File: src/rtl/seq_mul_ctrl.sv
// Sequential shift-and-add unsigned multiplier: one shared ripple-carry adder reused for WIDTH steps.
// Optional macro ZERO_BYPASS_EN lets a zero operand skip the RUN phase and finish in one cycle.

module rca_4bit (
    input  logic [3:0] a,
    input  logic [3:0] b,
    input  logic       carry_in,
    output logic [3:0] sum,
    output logic       carry_out
);

    logic [4:0] carry;

    assign carry[0] = carry_in;

    for (genvar i = 0; i < 4; i++) begin : g_bit
        assign sum[i]       = a[i] ^ b[i] ^ carry[i];
        assign carry[i + 1] = (a[i] & b[i]) | (carry[i] & (a[i] ^ b[i]));
    end

    assign carry_out = carry[4];

endmodule

module seq_mul_ctrl #(
    parameter int WIDTH = 4
) (
    input  logic                 clk,
    input  logic                 rst_b,
    input  logic                 start,
    input  logic [WIDTH-1:0]     X,
    input  logic [WIDTH-1:0]     Y,
    output logic                 busy,
    output logic                 done,
    output logic [2*WIDTH-1:0]   P
);

    localparam int CW = $clog2(WIDTH + 1);

    typedef enum logic [1:0] {
        IDLE = 2'd0,
        RUN  = 2'd1,
        DONE = 2'd2
    } state_t;

    state_t            state;
    logic [WIDTH-1:0]  m;
    logic [WIDTH-1:0]  a;
    logic [WIDTH-1:0]  q;
    logic              c;
    logic [CW-1:0]     cnt;

    logic [WIDTH-1:0]  addend;
    logic [WIDTH-1:0]  sum;
    logic              c_add;
    logic              last_step;

    assign addend    = q[0] ? m : '0;
    assign last_step = (cnt == CW'(WIDTH - 1));

    // C is cleared by every shift, so the adder's carry-in is always zero.
    if (WIDTH == 4) begin : g_rca4
        rca_4bit u_rca (
            .a         (a),
            .b         (addend),
            .carry_in  (c),
            .sum       (sum),
            .carry_out (c_add)
        );
    end else begin : g_rcan
        logic [WIDTH:0] carry;
        assign carry[0] = c;
        for (genvar i = 0; i < WIDTH; i++) begin : g_bit
            assign sum[i]       = a[i] ^ addend[i] ^ carry[i];
            assign carry[i + 1] = (a[i] & addend[i]) | (carry[i] & (a[i] ^ addend[i]));
        end
        assign c_add = carry[WIDTH];
    end

    always_ff @(posedge clk or negedge rst_b) begin
        if (!rst_b) begin
            state <= IDLE;
            m     <= '0;
            a     <= '0;
            q     <= '0;
            c     <= 1'b0;
            cnt   <= '0;
            busy  <= 1'b0;
            done  <= 1'b0;
            P     <= '0;
        end else begin
            done <= 1'b0;
            case (state)
                IDLE: begin
                    if (start) begin
                        m   <= X;
                        a   <= '0;
                        c   <= 1'b0;
                        cnt <= '0;
`ifdef ZERO_BYPASS_EN
                        if ((X == '0) || (Y == '0)) begin
                            q     <= '0;
                            P     <= '0;
                            busy  <= 1'b1;
                            done  <= 1'b1;
                            state <= DONE;
                        end else begin
                            q     <= Y;
                            busy  <= 1'b1;
                            state <= RUN;
                        end
`else
                        q     <= Y;
                        busy  <= 1'b1;
                        state <= RUN;
`endif
                    end
                end
                RUN: begin
                    // Add then shift {C,A,Q} right by one, keeping the adder's carry.
                    a   <= {c_add, sum[WIDTH-1:1]};
                    q   <= {sum[0], q[WIDTH-1:1]};
                    c   <= 1'b0;
                    cnt <= cnt + CW'(1);
                    if (last_step) begin
                        P     <= {c_add, sum, q[WIDTH-1:1]};
                        done  <= 1'b1;
                        state <= DONE;
                    end
                end
                DONE: begin
                    busy  <= 1'b0;
                    state <= IDLE;
                end
                default: begin
                    busy  <= 1'b0;
                    state <= IDLE;
                end
            endcase
        end
    end

endmodule

File: config.mk
export PLATFORM = sky130hd
export DESIGN_NAME = seq_mul_ctrl
export DESIGN_NICKNAME = d
export VERILOG_FILES = /design/src/rtl/seq_mul_ctrl.sv
export SDC_FILE = /design/constraint.sdc
export NUM_CORES = 1
export LEC_CHECK = 0
export BUFFER_PORTS_ARGS = -buffer_cell sky130_fd_sc_hd__buf_2
export CAP_MARGIN = 30
export CORE_ASPECT_RATIO = 1.75
export CORE_UTILIZATION = 44
export DETAILED_ROUTE_END_ITERATION = 8
export PLACE_DENSITY = 0.65
export SKIP_LAST_GASP = 1
export SLEW_MARGIN = 20
export SYNTH_ARGS = -nofsm -noshare
export SYNTH_HDL_FRONTEND = slang
export SYNTH_SLANG_ARGS = --single-unit
File: constraint.sdc
create_clock -name clk -period 2.81 [get_ports clk]
set_input_delay 0.562 -clock clk [delete_from_list [all_inputs] [get_ports clk]]
set_output_delay 0.562 -clock clk [all_outputs]
set_load 0.005 [all_outputs]
# Word-level counts from Yosys, hierarchy flattened
# Index checks and enable logic that the tools add are counted.
dict set report classes {
  n_addsub 1
  eq_ne 4
  n_mux 16
  bitwise 21
  n_reduce_logical 7
}
# op n
set ops {}
lappend ops {{$pmux 4 s2} 2}
lappend ops {{$mux 4} 3}
lappend ops {{$reduce_and 2->1} 5}
lappend ops {{$and 1x1->1} 8}
lappend ops {{$xor 1x1->1} 8}
lappend ops {{$pmux 3 s2} 1}
lappend ops {{$mux 1} 4}
lappend ops {{$mux 2} 2}
lappend ops {{$ne 2x2->1 const B} 2}
lappend ops {{$or 1x1->1} 4}
lappend ops {{$pmux 1 s2} 2}
lappend ops {{$pmux 2 s2} 1}
lappend ops {{$add 3x1->3 const B} 1}
lappend ops {{$eq 3x2->1 const B} 1}
lappend ops {{$mux 3} 1}
lappend ops {{$eq 2x1->1 const B} 1}
lappend ops {{$logic_not 2->1} 1}
lappend ops {{$reduce_bool 2->1} 1}
lappend ops {{$not 1->1} 1}
dict set report totals {
  register_bits 28
}

# Depth between registers and ports, before layout
# Gate-level depths: netlist of run 1.
dict set report depth {
  depth_word 11
  mapped_depth 7
  depth_no_buf 7
}

# Hierarchy
# From an unflattened synthesis of run 1, not the netlist that was laid out.
dict set report unflattened {
  hier_cells 99
  hier_area_um2 1293.7
}
# mod n_inst cells_per_inst area_each_um2 seq_area_each_um2
set by_module_without_submodules {}
lappend by_module_without_submodules {seq_mul_ctrl 1 85 1176.1 675.6}
lappend by_module_without_submodules {rca_4bit 1 14 117.6 0.0}

# Worst setup path after synthesis of run 1
# No wires, ideal clock.
dict set report synth_timing {
  kind {register to register}
  startpoint {register q[0]}
  endpoint {register P[6]}
  arrival_time_ns 2.039
  required_ns 2.727
  slack_ns 0.689
  stages_incl_launch_ff 8
  period_less_slack_ns 2.121
  path_cell_list {dfrtp_1 -> and2_1 -> ha_1 -> fa_1 -> fa_1 -> inv_1 -> fa_1 -> o21ai_0}
}
dict set report synth_between {
  elab_chain_cells 9
  word_cells_on_any_way 15
  cone_classes {1 x mux; 14 x bitwise}
}
# item line
set synth_rtl {}
lappend synth_rtl {{from (decl)} 49} ;# logic [WIDTH-1:0] q;
lappend synth_rtl {{from (signal assigned)} 122} ;# q <= {sum[0], q[WIDTH-1:1]};
lappend synth_rtl {{$mux 4 *} 58} ;# assign addend = q[0] ? m : '0;
lappend synth_rtl {{$xor 1x1->1} 18} ;# assign carry[i + 1] = (a[i] & b[i]) | (carry[i] & (a[i] ^ b[i]));
lappend synth_rtl {{$and 1x1->1} 18}
lappend synth_rtl {{$or 1x1->1} 18}
lappend synth_rtl {{$and 1x1->1} 18}
lappend synth_rtl {{$or 1x1->1} 18}
lappend synth_rtl {{$and 1x1->1} 18}
lappend synth_rtl {{$or 1x1->1} 18}
lappend synth_rtl {{$xor 1x1->1 *} 17} ;# assign sum[i] = a[i] ^ b[i] ^ carry[i];
lappend synth_rtl {{to (signal assigned)} 126} ;# P <= {c_add, sum, q[WIDTH-1:1]};
lappend synth_rtl {{to (decl)} 35} ;# output logic [2*WIDTH-1:0] P
# Every way passes the cells marked *; elsewhere a longest branch is shown, timed or not.
# A chain may end at the register's enable or synchronous reset.

# Worst setup path in the final report of run 1
dict set report layout_timing {
  startpoint {register q[0]}
  endpoint {register a[2]}
}
dict set report layout_between {
  elab_chain_cells 10
  word_cells_on_any_way 16
  cone_classes {2 x mux; 14 x bitwise}
}
# item line
set layout_rtl {}
lappend layout_rtl {{$mux 4 *} 58}
lappend layout_rtl {{$xor 1x1->1} 18}
lappend layout_rtl {{$and 1x1->1} 18}
lappend layout_rtl {{$or 1x1->1} 18}
lappend layout_rtl {{$and 1x1->1} 18}
lappend layout_rtl {{$or 1x1->1} 18}
lappend layout_rtl {{$and 1x1->1} 18}
lappend layout_rtl {{$or 1x1->1} 18}
lappend layout_rtl {{$xor 1x1->1 *} 17}
lappend layout_rtl {{$pmux 4 s2 *} 93} ;# case (state)
lappend layout_rtl {{to (signal assigned)} 121} ;# a <= {c_add, sum[WIDTH-1:1]};
lappend layout_rtl {{to (decl)} 48} ;# logic [WIDTH-1:0] a;
# Marks and branches as above.

==> summary.md, run 1 <==
| Metric | Value |
|---|---|
| Share of layout cells above drive strength 1 | 34.51% |
| Clk buf depth | 2 |
| Clk Tree Root Cell | clkbuf_8 |
| Post-cts resize count | 0 |
| # fillers | 226 |
| Slew headroom | 60.47% |
| Area growth syn-to-layout | 12.29% |
| Pwr dens | 1161 mW/mm2 |
| Crit path time final | 2.221 ns |
| Via density | 5.424 |
| Gp weighted congestion | 0.6941 |
| Initial antenna violation count | 0 |
| Core area | 0.002552 mm2 |
| CTS tree | yes |
| Drt drc | 0 |
| Initial Utilization | 47.45% |
| I/O Pins | 21 |
| WL per Instance | 14.78 um |
| Required time worst endpoint | 3.00 ns |
| Postcts setup bufs | 0 |
| Layout net count | 131 |
| Reg2reg setup slack | 0.59 ns |
| DR iter-0 viols | 31 |
| Worst Tran Pin Value | 0.5929 ns |
| Max frequency | 450.2 MHz |
| Number of max-cap violations | 0 |
| Status | complete, no violations |
| Warning count from the yosys run | 0 |
| Clock skew | 0.004064 ns |
| Worst slack, placed | 0.5924 ns |
| Die area | 0.002975 mm2 |
| Critical path class | reg -> reg |
| CP Launch Type | flop |
| Clock tree sinks | 27 |
| Reg2Reg Capture Point | a[2] |
| First-pass GRT wire length | 3629 um |
| CP Capture Type | flop |
| Post-Route Setup TNS | 0 ns |
| CTS clk-pin slew, worst paths | 0.09 ns |
| # rows | 24 |
| Syn Inst Count | 92 |
| CP Data Arrival Time | 2.41 ns |
| DR vias | 754 |
| Die X | 41.66 um |
| Pleak | 0.6625 nW |
| Post-Syn Area | 0.001211 mm2 |
| Reg2reg start | q[0] |
| Flops & latches, synth | 27 |
| Crit path max fanout | 5 |
| Vias in the first global route | 781 |
| TritonCTS buffer count | 3 |
| Worst setup margin | 0.5888 ns |
| Max Slew Vio Count | 0 |
| Antenna Cells | 0 |
| Die height | 71.41 um |
| Largest net degree at the start of global routing | 28 |
| Cells on worst reg2reg path | 7 |
| Sequential fraction of the synthesis area | 55.79% |
| Routed Antenna Nets | 0 |
| Final setup viols | 0 |
| IO buf count | 20 |
| Syn avg cell area | 13.16 um2 |
| Synthesized Nets | 109 |
| # hold bufs at CTS | 0 |
| WL final | 2054 um |
| Hold crit path type | in -> async |
| Gr ovfl total | 0 |
| Synth unique cells | 29 |
| Total track usage | 15.93% |
| DRT Pass-1 Iters | 4 |
| RSZ-0062 raised after global routing | false |
| Final period utilization | 79.05% |
| Dpl hpwl | 1588 um |
| H-tree depth | 1 |
| Peak VDD IR | 615.7 uV |
| Skew-Pair Late Insertion Delay | 0.26 ns |
| Final-report hold violation count | 0 |
[stage by stage]
stage / utilization [%] / instances / power, mW / hold WS, ns / instance area, um2
after floorplan: - / 92 / 1.206 / 0.2664 / 1211
after global placement: 51.47 / 135 / 1.360 / 0.4600 / 1314
after detailed placement: 51.47 / 135 / 1.393 / 0.4656 / 1314
after CTS: 53.28 / 139 / 1.603 / 0.3055 / 1360
after global routing: 53.28 / 139 / 1.721 / 0.3310 / 1360
final: 53.28 / 139 / 1.579 / 0.2878 / 1360
[cell usage in the layout, fill, tap and decap left out, drive strengths merged]
cell type,synthesis,final
a21oi,2,2
a22o,3,3
a2bb2oi,1,1
and2,3,3
buf,3,20
clkbuf,0,3
clkinv,0,1
dfrtp,27,27
fa,3,3
ha,3,3
inv,7,7
mux2,9,9
nand2,6,6
nand2b,2,2
nand3b,3,3
nor2,4,4
nor2b,2,2
nor3,1,1
nor4b,1,1
o21ai,5,5
o21bai,1,1
o221a,2,2
o22a,1,1
o22ai,2,2
o32ai,1,1
[how the worst max path moves through the flow]
stage	from	to	depth (start not counted)	slack, ns
finish	q[0]	a[2]	7	0.59
CTS	q[0]	P[6]	7	0.57
global placement	q[0]	P[6]	7	0.65
floorplan	q[0]	P[6]	7	0.69
detailed placement	q[0]	P[6]	7	0.59
global route	q[0]	P[6]	7	0.44
[final cells by class]
| class | count | area, um2 | area share [%] |
|---|---|---|---|
| Sequential cell | 27 | 675.6 | 49.68 |
| Timing Repair Buffer | 20 | 100.1 | 7.360 |
| Clock buffer | 3 | 41.29 | 3.036 |
| Tap cell | 26 | 32.53 | 2.392 |
| Clock inverter | 1 | 5.005 | 0.3680 |
| Multi-Input combinational cell | 55 | 479.2 | 35.23 |
| Inverter | 7 | 26.28 | 1.932 |
[metal layers]
metal  part of all wire (%)  global-route usage, %  routed length, um  up-vias
met5                      0                      0                  0        -
met4                    1.2                  6.452                 25        0
met3                    3.8                  1.763                 79        2
met2                     52                  26.91               1071       24
met1                     43                  20.67                877      368
li1                       -                      -                  -      360
[logic make-up (layout without fill, tap and decap cells)]
family	Yosys count	count (layout)	share of synthesized area (%)
and+or+nand+nor	22	22	11.78
muxes	9	9	8.988
DFF	27	27	55.79
AOI/OAI and AO/OA	18	18	10.74
buffers and inverters	10	31	4.649
adders and majority gates	6	6	8.058
[flip-flops by register name (all words and copies together), names as in the netlist]
| name | count |
|---|---|
| done | 1 |
| cnt | 3 |
| q | 4 |
| state | 2 |
| a | 4 |
| busy | 1 |
| m | 4 |
| P | 8 |
[report_power, final]
group,switching [mW],internal [mW]
Combinational,0.297,0.357
Sequential,0.133,0.579
Clock,0.114,0.0990
[synth_stat cells, drive strengths merged]
library cell | instances | area share [%]
a21oi | 2 | 0.83
a22o | 3 | 2.2
a2bb2oi | 1 | 0.72
and2 | 3 | 1.5
buf | 3 | 2.5
dfrtp | 27 | 56
fa | 3 | 5.0
ha | 3 | 3.1
inv | 7 | 2.2
mux2 | 9 | 9.0
nand2 | 6 | 1.9
nand2b | 2 | 1.2
nand3b | 3 | 2.9
nor2 | 4 | 2.1
nor2b | 2 | 1.0
nor3 | 1 | 0.41
nor4b | 1 | 0.72
o21ai | 5 | 2.1
o21bai | 1 | 0.62
o221a | 2 | 1.9
o22a | 1 | 0.72
o22ai | 2 | 1.0
o32ai | 1 | 0.72
[critical path: stages, from the launching register on]
cell and delay, ns:
dfrtp_1 0.42, and2_1 0.15, ha_1 0.19, fa_1 0.39
fa_1 0.37, inv_1 0.07, fa_1 0.41, o21ai_0 0.16
Power figures use the tool's default switching activity.
==> inputs of run 2 (changes only) <==
- PLACE_DENSITY: 0.65 -> 0.68
- clock period: 2.81 -> 1.8 ns (I/O delays scaled with it)
==> run 2 against run 1 <==
  * The run now ends with negative setup slack left
  * Wire length shrank 1.9%
  * Global-route usage shrank 0.38 points
  * Largest power group is now combinational logic
  * Hold slack lost 0.21 ns
  * Sequential power grew 55%
  * Clock power grew 61%
  * Combinational power grew 73%
  * Total power grew 62%
  * Clock skew shrank 0.0024 ns
  * Sequential share of layout area shrank 1.3 points
  * Final area grew 2.7%
==> summary.md, run 2 (synthesis results as in run 1) <==
| Metric | Value |
|---|---|
| I/O Pins | 21 (unchanged) |
| Most frequent cells in the layout | dfrtp_1, buf_2, mux2_2 |
| Critical path class | reg -> reg |
| Cells on worst reg2reg path | 7 (unchanged) |
| Share of layout cells above drive strength 1 | 39.32% (+4.8 points) |
| # fillers | 215 (-4.9%) |
| Reg2reg start | m[0] |
| Crit path top cell by count | fa_2 |
| Pleak | 0.6724 nW (+1.5%) |
| Pwr dens | 1837 mW/mm2 (+58%) |
| Most common library cell in the layout ignoring fill and taps | dfrtp_1 |
| Failing checks | negative setup slack |
| Hold slack final | 0.07930 ns (-0.2085 ns) |
| Die area | 0.002975 mm2 (unchanged) |
| CTS tree | yes |
| Clock skew | 0.001675 ns (-0.002389 ns) |
| Crit path max fanout | 2 (-3) |
| Initial antenna violation count | 0 (unchanged) |
| Layout net count | 135 (+3.1%) |
| Worst setup margin | -0.2435 ns (-0.8322 ns) |
| Slew headroom | 60.80% (+0.33 points) |
| CTS clk-pin slew, worst paths | 0.09 ns (about the same) |
| Core area | 0.002552 mm2 (unchanged) |
| Final-report hold violation count | 0 (unchanged) |
| Area growth syn-to-layout | 15.29% |
| Largest Register | P |
| Crit path time final | 2.043 ns (-0.1778 ns) |
| Skew-Pair Late Insertion Delay | 0.27 ns (about the same) |
| Final setup viols | 5 (+5) |
| Routed Antenna Nets | 0 (unchanged) |
| P_int | 1.690 mW (+63%) |
| Clock tree sinks | 27 (unchanged) |
| Max reg flops | 8 (unchanged) |
| Via density | 5.329 (-1.8%) |
| Drt drc | 0 (unchanged) |
| Die height | 71.41 um (unchanged) |
| Vias in the first global route | 771 (-1.3%) |
| Die X | 41.66 um (unchanged) |
| Initial Utilization | 47.45% (unchanged) |
| Net Sw Power | 0.8754 mW (+61%) |
| Status | finished, violations left |
| Slowest stage delay, CP | 0.41 ns (about the same) |
| Max frequency | 489.4 MHz (+8.7%) |
| Peak VDD IR | 847.4 uV (+38%) |
| # rows | 24 (unchanged) |
| Slowest cell on crit path | fa_1 |
| CP Capture Type | flop |
| Gr ovfl total | 0 (unchanged) |
| Dpl hpwl | 1537 um (-3.2%) |
| Finished Core Util | 54.71% (+1.4 points) |
| Gp weighted congestion | 0.7449 (+7.3%) |
| FF/Latch Area | 675.6 um2 (unchanged) |
| Comb power frac | 43.9% (+2.4 points) |
| DR iter-0 viols | 14 (-55%) |
| Placed cell count | 138 (+2.2%) |
| WL final | 2016 um (-1.9%) |
| Total track usage | 15.55% (-0.38 points) |
| WL per Instance | 14.10 um (-4.6%) |
| First-pass GRT wire length | 3519 um (-3.0%) |
| Final period utilization | 113.5% (+34 points) |
| Hold crit path type | in -> async |
| Post-Layout Cell Count | 143 (+2.9%) |
| DR vias | 762 (+1.1%) |
| CP Launch Type | flop |
| Power share of the clock group | 13.3% (-0.2 points) |
| Clk buf depth | 2 (unchanged) |
| Clk Tree Root Cell | clkbuf_8 |
| IO buf count | 20 (unchanged) |
| Cell Chain, Critical Path | and2_1, ha_2, fa_2, fa_2, inv_2, fa_1, o21ai_1 |
| H-tree depth | 1 (unchanged) |
| Reg2Reg Capture Point | P[6] |
| RSZ-0062 raised after global routing | true |
| Number of max-cap violations | 0 (unchanged) |
| Seq pwr share | 42.7% (-2.4 points) |
| Max Slew Vio Count | 0 (unchanged) |
| DRT Pass-1 Iters | 2 (-2) |
| Required time worst endpoint | 2.00 ns (-1.00 ns) |
| CP Data Arrival Time | 2.25 ns (-0.16 ns) |
| Worst slack, placed | -0.2635 ns (-0.8560 ns) |
| Antenna Cells | 0 (unchanged) |
| Area occupied by multi-input gates | 486.7 um2 (+1.6%) |
| Reg2reg setup slack | -0.24 ns (-0.83 ns) |
| Largest net degree at the start of global routing | 28 (unchanged) |
| TritonCTS buffer count | 3 (unchanged) |
| Sw Share | 34.13% (-0.30 points) |
| Worst Tran Pin Value | 0.5879 ns (-0.004968 ns) |
[run 2: power by group through the flow]
stage,combinational (mW),clock (mW),sequential [mW]
floorplan,0.856,0,1.06
global placement,1.10,0,1.10
detailed placement,1.13,0,1.11
CTS,1.15,0.353,1.10
global route,1.28,0.369,1.14
finish,1.13,0.342,1.10
[run 2: routing by layer]
metal	vias up	routed length, um	GRT usage [%]
met4	0	46	7.527
met2	20	998	25.52
met1	368	908	19.83
li1	369	-	-
met5	-	0	0
met3	5	63	2.519
[run 2: stage by stage]
step | setup TNS (ns) | area, um2 | power [mW]
2_1_floorplan | -0.4182 | 1219 | 1.914
3_3_place_gp | -0.4720 | 1344 | 2.197
3_5_place_dp | -0.6356 | 1344 | 2.244
4_1_cts | -0.6317 | 1396 | 2.599
5_1_grt | -0.9765 | 1396 | 2.787
6_report | -0.5839 | 1396 | 2.565
[run 2: final cells by class]
| class | instances | share of cell area [%] |
|---|---|---|
| Tap cell | 26 | 2.330 |
| Sequential cell | 27 | 48.39 |
| Multi-Input combinational cell | 55 | 34.86 |
| Clock buffer | 4 | 3.226 |
| Timing Repair Buffer | 24 | 9.319 |
| Inverter | 7 | 1.882 |
[run 2: timing repair]
action                                  in CTS  in global routing
endpoints found under the setup margin       6                  6
gates resized for setup                      0                  1
hold buffers                                 0                  0
buffers inserted                             1                  0
[run 2: worst max-delay path, delay by kind of cell, from the launching register on]
family                   cells  cell delay (ns)
adder cells (fa/ha/maj)      4             1.25
flip-flops                   1             0.38
AO/OA/AOI/OAI                1             0.12
AND/OR/NAND/NOR              1             0.16
buffers and inverters        1             0.06
[run 2: worst max-delay path by stage]
stage / start / end / cells after the start
after detailed placement: q[0] / a[2] / 7
after global placement: q[0] / P[6] / 7
final: m[0] / P[6] / 7
after global routing: m[0] / a[2] / 7
after CTS: m[0] / a[2] / 7
after floorplan: q[0] / P[6] / 7
